<file path="config.mk">
export PLATFORM = sky130hd
export DESIGN_NAME = sp_ram_arbiter
export DESIGN_NICKNAME = d
export VERILOG_FILES = /design/src/rtl/sp_ram_arbiter.sv
export SDC_FILE = /design/constraint.sdc
export NUM_CORES = 1
export LEC_CHECK = 0
export ABC_CLOCK_PERIOD_IN_PS = 1500
export CORE_AREA = 8 8 104 106
export CTS_BUF_LIST = sky130_fd_sc_hd__clkbuf_8 sky130_fd_sc_hd__clkbuf_16
export DETAILED_ROUTE_END_ITERATION = 8
export DIE_AREA = 0 0 112 114
export MAX_ROUTING_LAYER = met4
export PLACE_DENSITY = 0.7
export SYNTH_ARGS = -nofsm -noshare
export SYNTH_HDL_FRONTEND = slang
export SYNTH_SLANG_ARGS = --single-unit
</file>
<file path="constraint.sdc">
create_clock -name clk_i -period 1.5 [get_ports clk_i]
set_input_delay 0.15 -clock clk_i [delete_from_list [all_inputs] [get_ports clk_i]]
set_output_delay 0.15 -clock clk_i [all_outputs]
set_load 0.005 [all_outputs]
</file>
<file path="src/rtl/sp_ram_arbiter.sv">
`default_nettype none
// ============================================================================
// Module      : sp_ram_arbiter
// Description : Two-requester, zero-wait arbiter in front of a single-port RAM
//               with one-cycle read latency. Define SP_RAM_ARB_ROUND_ROBIN_EN
//               for round-robin contention; otherwise port 0 has fixed priority.
// Revision    : 1.0 - initial release
// ============================================================================
module sp_ram_arbiter #(
    parameter int ADDR_WIDTH = 32,
    parameter int DATA_WIDTH = 32
) (
    input  logic                        clk_i,
    input  logic                        rst_i,

    input  logic [1:0]                  req_i,
    output logic [1:0]                  gnt_o,
    output logic [1:0]                  rvalid_o,
    input  logic [2*ADDR_WIDTH-1:0]     addr_i,
    input  logic [1:0]                  we_i,
    input  logic [2*(DATA_WIDTH/8)-1:0] be_i,
    input  logic [2*DATA_WIDTH-1:0]     wdata_i,
    output logic [DATA_WIDTH-1:0]       rdata_o,

    output logic                        mem_req_o,
    output logic [ADDR_WIDTH-1:0]       mem_addr_o,
    output logic                        mem_we_o,
    output logic [DATA_WIDTH/8-1:0]     mem_be_o,
    output logic [DATA_WIDTH-1:0]       mem_wdata_o,
    input  logic [DATA_WIDTH-1:0]       mem_rdata_i
);

    localparam int BE_WIDTH = DATA_WIDTH / 8;

    typedef enum logic [0:0] {
        ST_IDLE = 1'b0,
        ST_RESP = 1'b1
    } state_t;

    state_t     r_state;
    logic [1:0] r_owner;
    logic [1:0] w_req;
    logic [1:0] w_gnt;

    // Reset masks requests so nothing is granted (and no response is owed)
    // in a cycle where reset is being sampled.
    assign w_req = rst_i ? 2'b00 : req_i;

`ifdef SP_RAM_ARB_ROUND_ROBIN_EN
    // Index of the most recently granted port; 1 after reset so port 0 wins first.
    logic r_last_grant;

    always_comb begin
        w_gnt = w_req;
        if (&w_req) begin
            w_gnt = r_last_grant ? 2'b01 : 2'b10;
        end
    end

    always_ff @(posedge clk_i) begin
        if (rst_i) begin
            r_last_grant <= 1'b1;
        end else if (|w_gnt) begin
            r_last_grant <= w_gnt[1];
        end
    end
`else
    always_comb begin
        w_gnt = w_req;
        if (&w_req) begin
            w_gnt = 2'b01;
        end
    end
`endif

    assign gnt_o     = w_gnt;
    assign mem_req_o = |w_gnt;

    always_comb begin
        mem_addr_o  = '0;
        mem_we_o    = 1'b0;
        mem_be_o    = '0;
        mem_wdata_o = '0;
        if (w_gnt[0]) begin
            mem_addr_o  = addr_i[0 +: ADDR_WIDTH];
            mem_we_o    = we_i[0];
            mem_be_o    = be_i[0 +: BE_WIDTH];
            mem_wdata_o = wdata_i[0 +: DATA_WIDTH];
        end else if (w_gnt[1]) begin
            mem_addr_o  = addr_i[ADDR_WIDTH +: ADDR_WIDTH];
            mem_we_o    = we_i[1];
            mem_be_o    = be_i[BE_WIDTH +: BE_WIDTH];
            mem_wdata_o = wdata_i[DATA_WIDTH +: DATA_WIDTH];
        end
    end

    // Response tracker: owner records which port is due a response next cycle.
    always_ff @(posedge clk_i) begin
        if (rst_i) begin
            r_state <= ST_IDLE;
            r_owner <= 2'b00;
        end else begin
            case (r_state)
                ST_IDLE: begin
                    if (|w_gnt) begin
                        r_state <= ST_RESP;
                        r_owner <= w_gnt;
                    end
                end
                ST_RESP: begin
                    if (|w_gnt) begin
                        r_state <= ST_RESP;
                        r_owner <= w_gnt;
                    end else begin
                        r_state <= ST_IDLE;
                        r_owner <= 2'b00;
                    end
                end
                default: begin
                    r_state <= ST_IDLE;
                    r_owner <= 2'b00;
                end
            endcase
        end
    end

    assign rvalid_o = (r_state == ST_RESP) ? r_owner : 2'b00;
    assign rdata_o  = mem_rdata_i;

endmodule
`default_nettype wire

</file>
==> results.md, run 1 <==
- Met2 Wirelength: ~5100 um
- DR vias/cell: 4.61
- Vias: 2562
- Worst VDD drop: 0.000360 V
- CTS buffer count: 3
- Final Critical Period: 1.45 ns
- GRT overflow: 0
- Setup violators final: 0
- R2r setup slk: 0.64 ns
- DRC: 0
- Post-synth EDFFs: 0
- Final Slew Violations: 0
- HP Class: input port to register
- Crit-path max cell delay: 0.53 ns
- Crit path launch type: input port
- Per-cell routed wire length: 17.0 um
- Crit. End Element: output port
- Sequential share of the synthesized area: 3.43%
- Slew margin rel.: 80.9%
- # fillers: roughly 950
- Largest area contributor in the synthesized netlist: nand3b_1
- Final setup TNS: 0 ns
- Crit share post-route: between 90% and 100%
- Reg area: 60.1 sq um
- R2R depth: 2
- H-tree depth: 1
- FF-to-FF End: r_owner[0]$_SDFFE_PP0P_
- Synth area leaders: nand3b_1 26%, buf_4 17%, a21oi_1 17%, nand2_1 13%, buf_6 9.0%
- Routed wire length: 9470 um
- Cells along the critical path: clkbuf_4, nor2b_1, buf_4, a32o_1, clkdlybuf4s50_1
- Post-Synthesis Cell Area: 1750 sq um
- Die Height: between 100 and 150 um
- Share of layout cells above drive strength 1: 6.74%
- Largest net degree at the start of global routing: 37
- Crit path from: rst_i
- Post-route insts no fill: between 500 and 600
- Required time worst endpoint: between 1 and 1.5 ns
- Clock-pin slew on the worst setup and hold paths: 0.03 ns
- Syn_nets: 444
- Initial drt markers: 177
- Synth unique cells: 19
- Total track usage: between 10 and 15%
- Die width: around 110 um
- Avg Cell Area, Syn: 6.48 sq um
- WS Path Type: input port to output port
- Cells after Synth: 270
- Post-synth top cells: 61 x nand2_1, 61 x nand3b_1, 59 x a21oi_1
- Ys async rst share: 0%
- Clock buffer depth: 2
- Ant. Diodes: 0
- FP Rows: 35
- Drt first pass iters: 6
- Initial antenna violation count: 0
- Fin util: 41.3%
- #FFs+latches synth: 3
- Remaining antenna violation count: 0
- Clock root cell: clkbuf_8
- P_leak: 1.74 nW
- Clock sink total: 3
- Synth warn: 0
- CTS tree: done
- PD cells: approximately 320 nW/um^2
- Worst-path fanout max: 8
- Critical Path AT: 1.30 ns
- RSZ-0062 raised after global routing: no
- DR WL met3: 705 um
- Tightest Pin Transition: 0.287 ns
- First-pass GRT wire length: 14000 um
- Placed instance count: between 500 and 600
- Clock Skew: 0.00213 ns
- Worst-skew pair later-pin latency: approximately 0.21 ns
- # Post-CTS Setup Buffers: 0
- Hold WS: 0.230 ns
- Share of Yosys cell area claimed by the top area cell type: 26.2%
- Layout area overhead: 115%
- Vias in the first global route: around 2700
- Port buffer count: 215
- Die area: 12800 sq um
- Prevailing post-synth register cell: dfxtp_1
- Top layer in use: met4
- Hpwl dp: 7460 um
- Initial Utilization: 19.2%
- Crit path capture: mem_be_o[3]
- Max-Cap Viols: 0
- Core Region: 9110 sq um
- Multi-input logic area: 1170 sq um
- # IOs: 280
- M1 WL: 3540 um
- Global placement routability congestion: ~0.75
- Final Hold Viols: 0
- Critical R2R Launch: r_state$_SDFF_PP0_
- FMAX: 689 MHz
- Status: completed
- CP max stage cell: clkdlybuf4s50_1
- Nets: 620
-- placed cells by master (no fill, tap or decap), types with 2 or more instances in the layout --
master / n
buf_4: 12
a32o_1: 7
buf_12: 4
dfxtp_1: 3
nor2b_1: 2
nor2_1: 4
nand2_1: 61
a21oi_1: 58
buf_16: 2
clkbuf_8: 3
a21oi_2: 4
clkdlybuf4s50_1: 151
nand3b_1: 61
and2_1: 3
dlygate4sd2_1: 48
dlymetal6s2s_1: 13
-- critical path, delay by kind of cell --
family          cells  cell delay (ns)
compound gates      1             0.17
buf+inv             3             0.86
simple gates        1             0.12
-- flip-flops by register name, indices dropped and copies added, names as in the netlist --
name and cells:
r_owner 2, r_state 1
-- layer usage --
layer	vias to the layer above	GRT usage [%]
met1	1168	14.0
li1	1247	-
met4	0	3.06
met5	-	-
met2	123	26.3
met3	24	2.91
-- through the flow --
| stage | setup WS (ns) | power [mW] | area, sq um |
|---|---|---|---|
| 2_1_floorplan | 0.631 | 0.480 | 1750 |
| 3_3_place_gp | -0.202 | 1.02 | 3690 |
| 3_5_place_dp | -0.240 | 1.03 | 3690 |
| 4_1_cts | 0.000296 | 1.23 | 3720 |
| 5_1_grt | 0.0127 | 1.30 | 3760 |
| 6_report | 0.0486 | 1.22 | 3760 |
-- area by class of cell --
type	count	area share, %
clock buffer	3	1.10
sequential	3	1.60
multi-input combinational	204	31.1
clock inverter	1	0.0997
timing repair buffer	233	62.3
inverter	1	0.0997
tap	111	3.69
-- where the power goes --
group	internal, mW	total [mW]	switching (mW)
Sequential	0.0852	0.0876	0.00234
Clock	0.174	0.221	0.0478
Combinational	0.598	0.906	0.308
Total	0.857	1.22	0.359
-- repair_timing --
| action | in CTS | in global routing |
|---|---|---|
| hold buffers | 0 | 0 |
| gates resized for setup | 52 | 17 |
| setup endpoints to repair | 72 | 21 |
| cloned | 1 | 0 |
| pin swaps | 0 | 0 |
-- kinds of logic after synthesis --
| logic type | synth area share, % |
|---|---|
| AND/OR/NAND/NOR | 43.2 |
| flip-flops | 3.43 |
| AO/OA/AOI/OAI | 23.4 |
| buffers and inverters | 30.0 |
-- worst min path at each step --
stage                    startpoint                 endpoint  slack (ns)  depth (start not counted)
detailed placement  mem_rdata_i[17]              rdata_o[17]        0.30                          0
CTS                           rst_i  r_owner[0]$_SDFFE_PP0P_        0.26                          2
global route                  rst_i  r_owner[0]$_SDFFE_PP0P_        0.25                          2
floorplan                     rst_i  r_owner[1]$_SDFFE_PP0P_        0.32                          2
global placement    mem_rdata_i[17]              rdata_o[17]        0.30                          0
finish                        rst_i  r_owner[0]$_SDFFE_PP0P_        0.23                          2
No activity file was read; power rests on OpenSTA's default activity.
==> inputs of run 2 (changes only) <==
- PLACE_DENSITY: 0.7 -> 0.72
==> run 2 against run 1 <==
Compared with the run above: sequential share of layout area hardly changed; critical path depth stayed put; combinational power is 0.8% lower; largest cell class unchanged; largest power group unchanged.
==> results.md, run 2 (synthesis results as in run 1) <==
- # IOs: 280
- Critical path depth: 5
- FP Rows: 35
- Buffers and inverters on the worst path: 3
- DR vias/cell: 4.63
- Initial Utilization: 19.2%
- Crit path from: req_i[1]
- CTS Hold Bufs: 0
- Critical Path AT: roughly 1.3 ns
- Max-Cap Viols: 0
- Final Slew Violations: 0
- Initial drt markers: 164
- R2r setup slk: around 0.62 ns
- Commonest cells after routing, fill and taps aside: 145 x clkdlybuf4s50_1, 61 x nand2_1, 61 x nand3b_1
- Crit-path max cell delay: 0.45 ns
- Hpwl dp: 7630 um
- Crit path capture: mem_wdata_o[30]
- Remaining antenna violation count: 0
- R2R depth: 2
- Final setup margin: 0.0383 ns
- Vias in the first global route: 2655
- Initial antenna violation count: 0
- PD cells: 326 nW/um^2
- Crit share post-route: 97.4%
- Status: completed
- Final Critical Period: around 1.5 ns
- Clock Skew: 0.00284 ns
- HP Class: input port to output port
- Worst-path fanout max: 8
- Total track usage: between 10% and 20%
- H-tree depth: 1
- Power, Total: 1.22 mW
- Per-cell routed wire length: 17.0 um
- Slew margin rel.: 80.1%
- Crit-path leading delay family: buffers and inverters
- Tightest Pin Transition: 0.298 ns
- Top flop regs: r_owner: 2 flops, r_state: 1 flops
- Final setup TNS: 0 ns
- CTS buffer count: 3
- Nets: between 600 and 700
- DRC: 0
- FF-to-FF End: r_owner[0]$_SDFFE_PP0P_
- Required time worst endpoint: 1.35 ns
- Ant. Diodes: 0
- Routed wire length: ~9400 um
- Layout area overhead: 114%
- Clock sink total: 3
- Die area: 12800 sq um
- Most common cell after layout, fill and taps aside: clkdlybuf4s50_1
- Crit path launch type: input port
- Worst VDD drop: between 0.0003 and 0.0004 V
- Core Region: around 9100 sq um
- Worst-skew pair later-pin latency: about 0.22 ns
- Die width: 112 um
- Setup violators final: 0
- Max reg flops: 2
- Cells along the critical path: buf_2, nor2b_2, buf_4, a32o_1, clkdlybuf4s50_1
- Clock root cell: clkbuf_8
- GRT overflow: 0
- Largest net degree at the start of global routing: 68
- Drt first pass iters: 6
- Crit. End Element: output port
- Port buffer count: 215
- Vias: 2558
- Share of layout cells above drive strength 1: 5.90%
- Multi-input logic area: ~1200 sq um
- Reg area: 60.1 sq um
- Reg with most FFs: r_owner
- Global placement routability congestion: 0.753
- WS Path Type: input port to output port
- Clock buffer depth: 2
- First-pass GRT wire length: 13800 um
- Final Hold Viols: 0
- Critical R2R Launch: r_state$_SDFF_PP0_
- CP max stage cell: clkdlybuf4s50_1
- Die Height: 114 um
- # fillers: ~950
- FMAX: 684 MHz
- Worst slack, placed: -0.114 ns
- CTS tree: done
- P_leak: 1.75 nW
[run 2: how the worst min path moves through the flow]
stage	from	to	slack, ns	depth (start not counted)
finish	mem_rdata_i[13]	rdata_o[13]	0.30	0
global route	mem_rdata_i[28]	rdata_o[28]	0.30	0
CTS	mem_rdata_i[4]	rdata_o[4]	0.30	0
detailed placement	mem_rdata_i[4]	rdata_o[4]	0.30	0
global placement	mem_rdata_i[4]	rdata_o[4]	0.30	0
floorplan	rst_i	r_owner[1]$_SDFFE_PP0P_	0.32	2
[run 2: power breakdown]
part	switching [mW]	leakage, nW	internal, mW
combinational	0.307	1.70	0.592
clock	0.0596	0.0269	0.175
sequential	0.00266	0.0250	0.0851
[run 2: routing by layer]
metal  vias to the layer above  share of wire [%]  track usage [%]
met2                       121                 54             25.9
li1                       1242                  -                -
met1                      1175                 37             13.3
met5                         -                  0                -
met3                        20                6.5             2.48
met4                         0                2.2             4.77
[run 2: area by class of cell]
class | count | share of cell area [%]
repair buffers | 228 | 61.8
multi-input cells | 205 | 31.5
well taps | 111 | 3.71
flip-flops and latches | 3 | 1.60
clock buffers | 3 | 1.10
inverters | 1 | 0.134
clock inverters | 1 | 0.100
[run 2: stage by stage]
stage	cells	hold WS (ns)	area, sq um	utilization (%)
final	552	0.300	3750	41.1
after global routing	552	0.300	3750	41.1
after CTS	552	0.300	3700	40.7
after detailed placement	545	0.300	3670	40.3
after global placement	545	0.300	3670	40.3
after floorplan	270	0.315	1750	-
[run 2: timing repair]
item,CTS,global route
endpoints found under the setup margin,62,16
gates cloned,2,0
buffers inserted,1,0
gates resized for setup,56,16
[run 2: worst reg2reg max path, delay by kind of cell, from the launching register on]
family / cells / cell delay, ns
flops: 1 / 0.32
compound gates: 1 / 0.14
simple gates: 1 / 0.36
==> RTL change (config.mk and constraints of run 1) <==
Set the parameter `ADDR_WIDTH` to 36 (it was 32).
--- a/src/rtl/sp_ram_arbiter.sv
+++ b/src/rtl/sp_ram_arbiter.sv
@@ -7,7 +7,7 @@
 // Revision    : 1.0 - initial release
 // ============================================================================
 module sp_ram_arbiter #(
-    parameter int ADDR_WIDTH = 32,
+    parameter int ADDR_WIDTH = 36,
     parameter int DATA_WIDTH = 32
 ) (
     input  logic                        clk_i,
Ports: changed (resized addr_i and mem_addr_o); port bits go from 280 to 292. No check against the original RTL was run, so the function may have changed too.
==> RTL change against run 1 <==
Cell count grew 6.3%. Power up 6.8%. Combinational power is 7.6% higher. Routed wire length increased by 9.6%. Sequential cell count unchanged. Synthesized cell count up 5.6%. Cell area up 6.5%. Count of clock-buffer cells in the layout unchanged. Worst setup slack better by 0.0046 ns. Area after synthesis down 2.9%.
==> RTL change: results (changes against run 1) <==
metric,value,unit,change
status,finished clean,,unchanged
Final HPWL DP,8240,µm,was 7460 µm
Commonest cells post-synth,"a21oi_1, nand2_1, nand3b_1",,"was nand2_1, nand3b_1, a21oi_1"
drt wl/cell,17.6,µm,was 17.0 µm
number of gates resized after cts,64,,was 52
Worst Setup EP,mem_be_o[0],,was mem_be_o[3]
PortBufs,227,,was 215
Clock Skews,0.000347,ns,was 0.00213 ns
fraction of area in registers,1.50,%,was 1.60%
first-pass GRT wire length,14800,µm,was 14000 µm
crit path launch,be_i[4],,was rst_i
worst hold endpoint,rdata_o[3],,was r_owner[0]
multi-input gate count,216,,was 204
hold_sp,mem_rdata_i[3],,was rst_i
placed cells,584,,was 551
WHS Path Cells,0,,was 2
gr usage total,14.6,%,was 13.7%
Post-Syn Nets,467,,was 444
Hold Path Class,in2out,,was in2reg
NonClk Buf Share,63.2,%,was 62.3%
worst setup margin,0.0532,ns,was 0.0486 ns
Non-Filler Instances,591,,was 556
Slew HR,75.3,%,was 80.9%
via/cell ratio,4.75,,was 4.61
area fraction of clock buffers and clock inverters,1.12,%,was 1.20%
leakage,1.81,nW,was 1.74 nW
register area share after synthesis,3.53,%,was 3.43%
Final #Nets,663,,was 620
gp weighted congestion,0.764,,was 0.753
DRT Pass-1 Iters,5,,was 6
Syn Inst Count,285,,was 270
## RTL change: cell types whose count changed in the layout (fill, tap and decap cells not counted), sizes merged, moves of 4 or more
cell	change
buf	+9
nand3b	+4
a21oi	+4
clkdlybuf4s50	+8
dlymetal6s2s	-6
dlygate4sd2	+10
nand2	+4
## RTL change: kinds of logic (layout without fill, tap and decap cells)
logic type	count (synthesis)	in the layout	synth area share, %
simple gates	141	141	46.7
flops	3	3	3.53
compound gates	75	75	24.6
buf+inv	66	261	25.2
## RTL change: routing by layer
metal | up-vias | share of wire, % | wire (µm) | global-route usage [%]
met5 | - | 0 | 0 | -
met4 | 0 | 1.9 | 201 | 4.05
met3 | 19 | 8.4 | 874 | 4.44
met2 | 174 | 51 | 5260 | 26.0
met1 | 1272 | 39 | 4040 | 15.5
li1 | 1340 | - | - | -
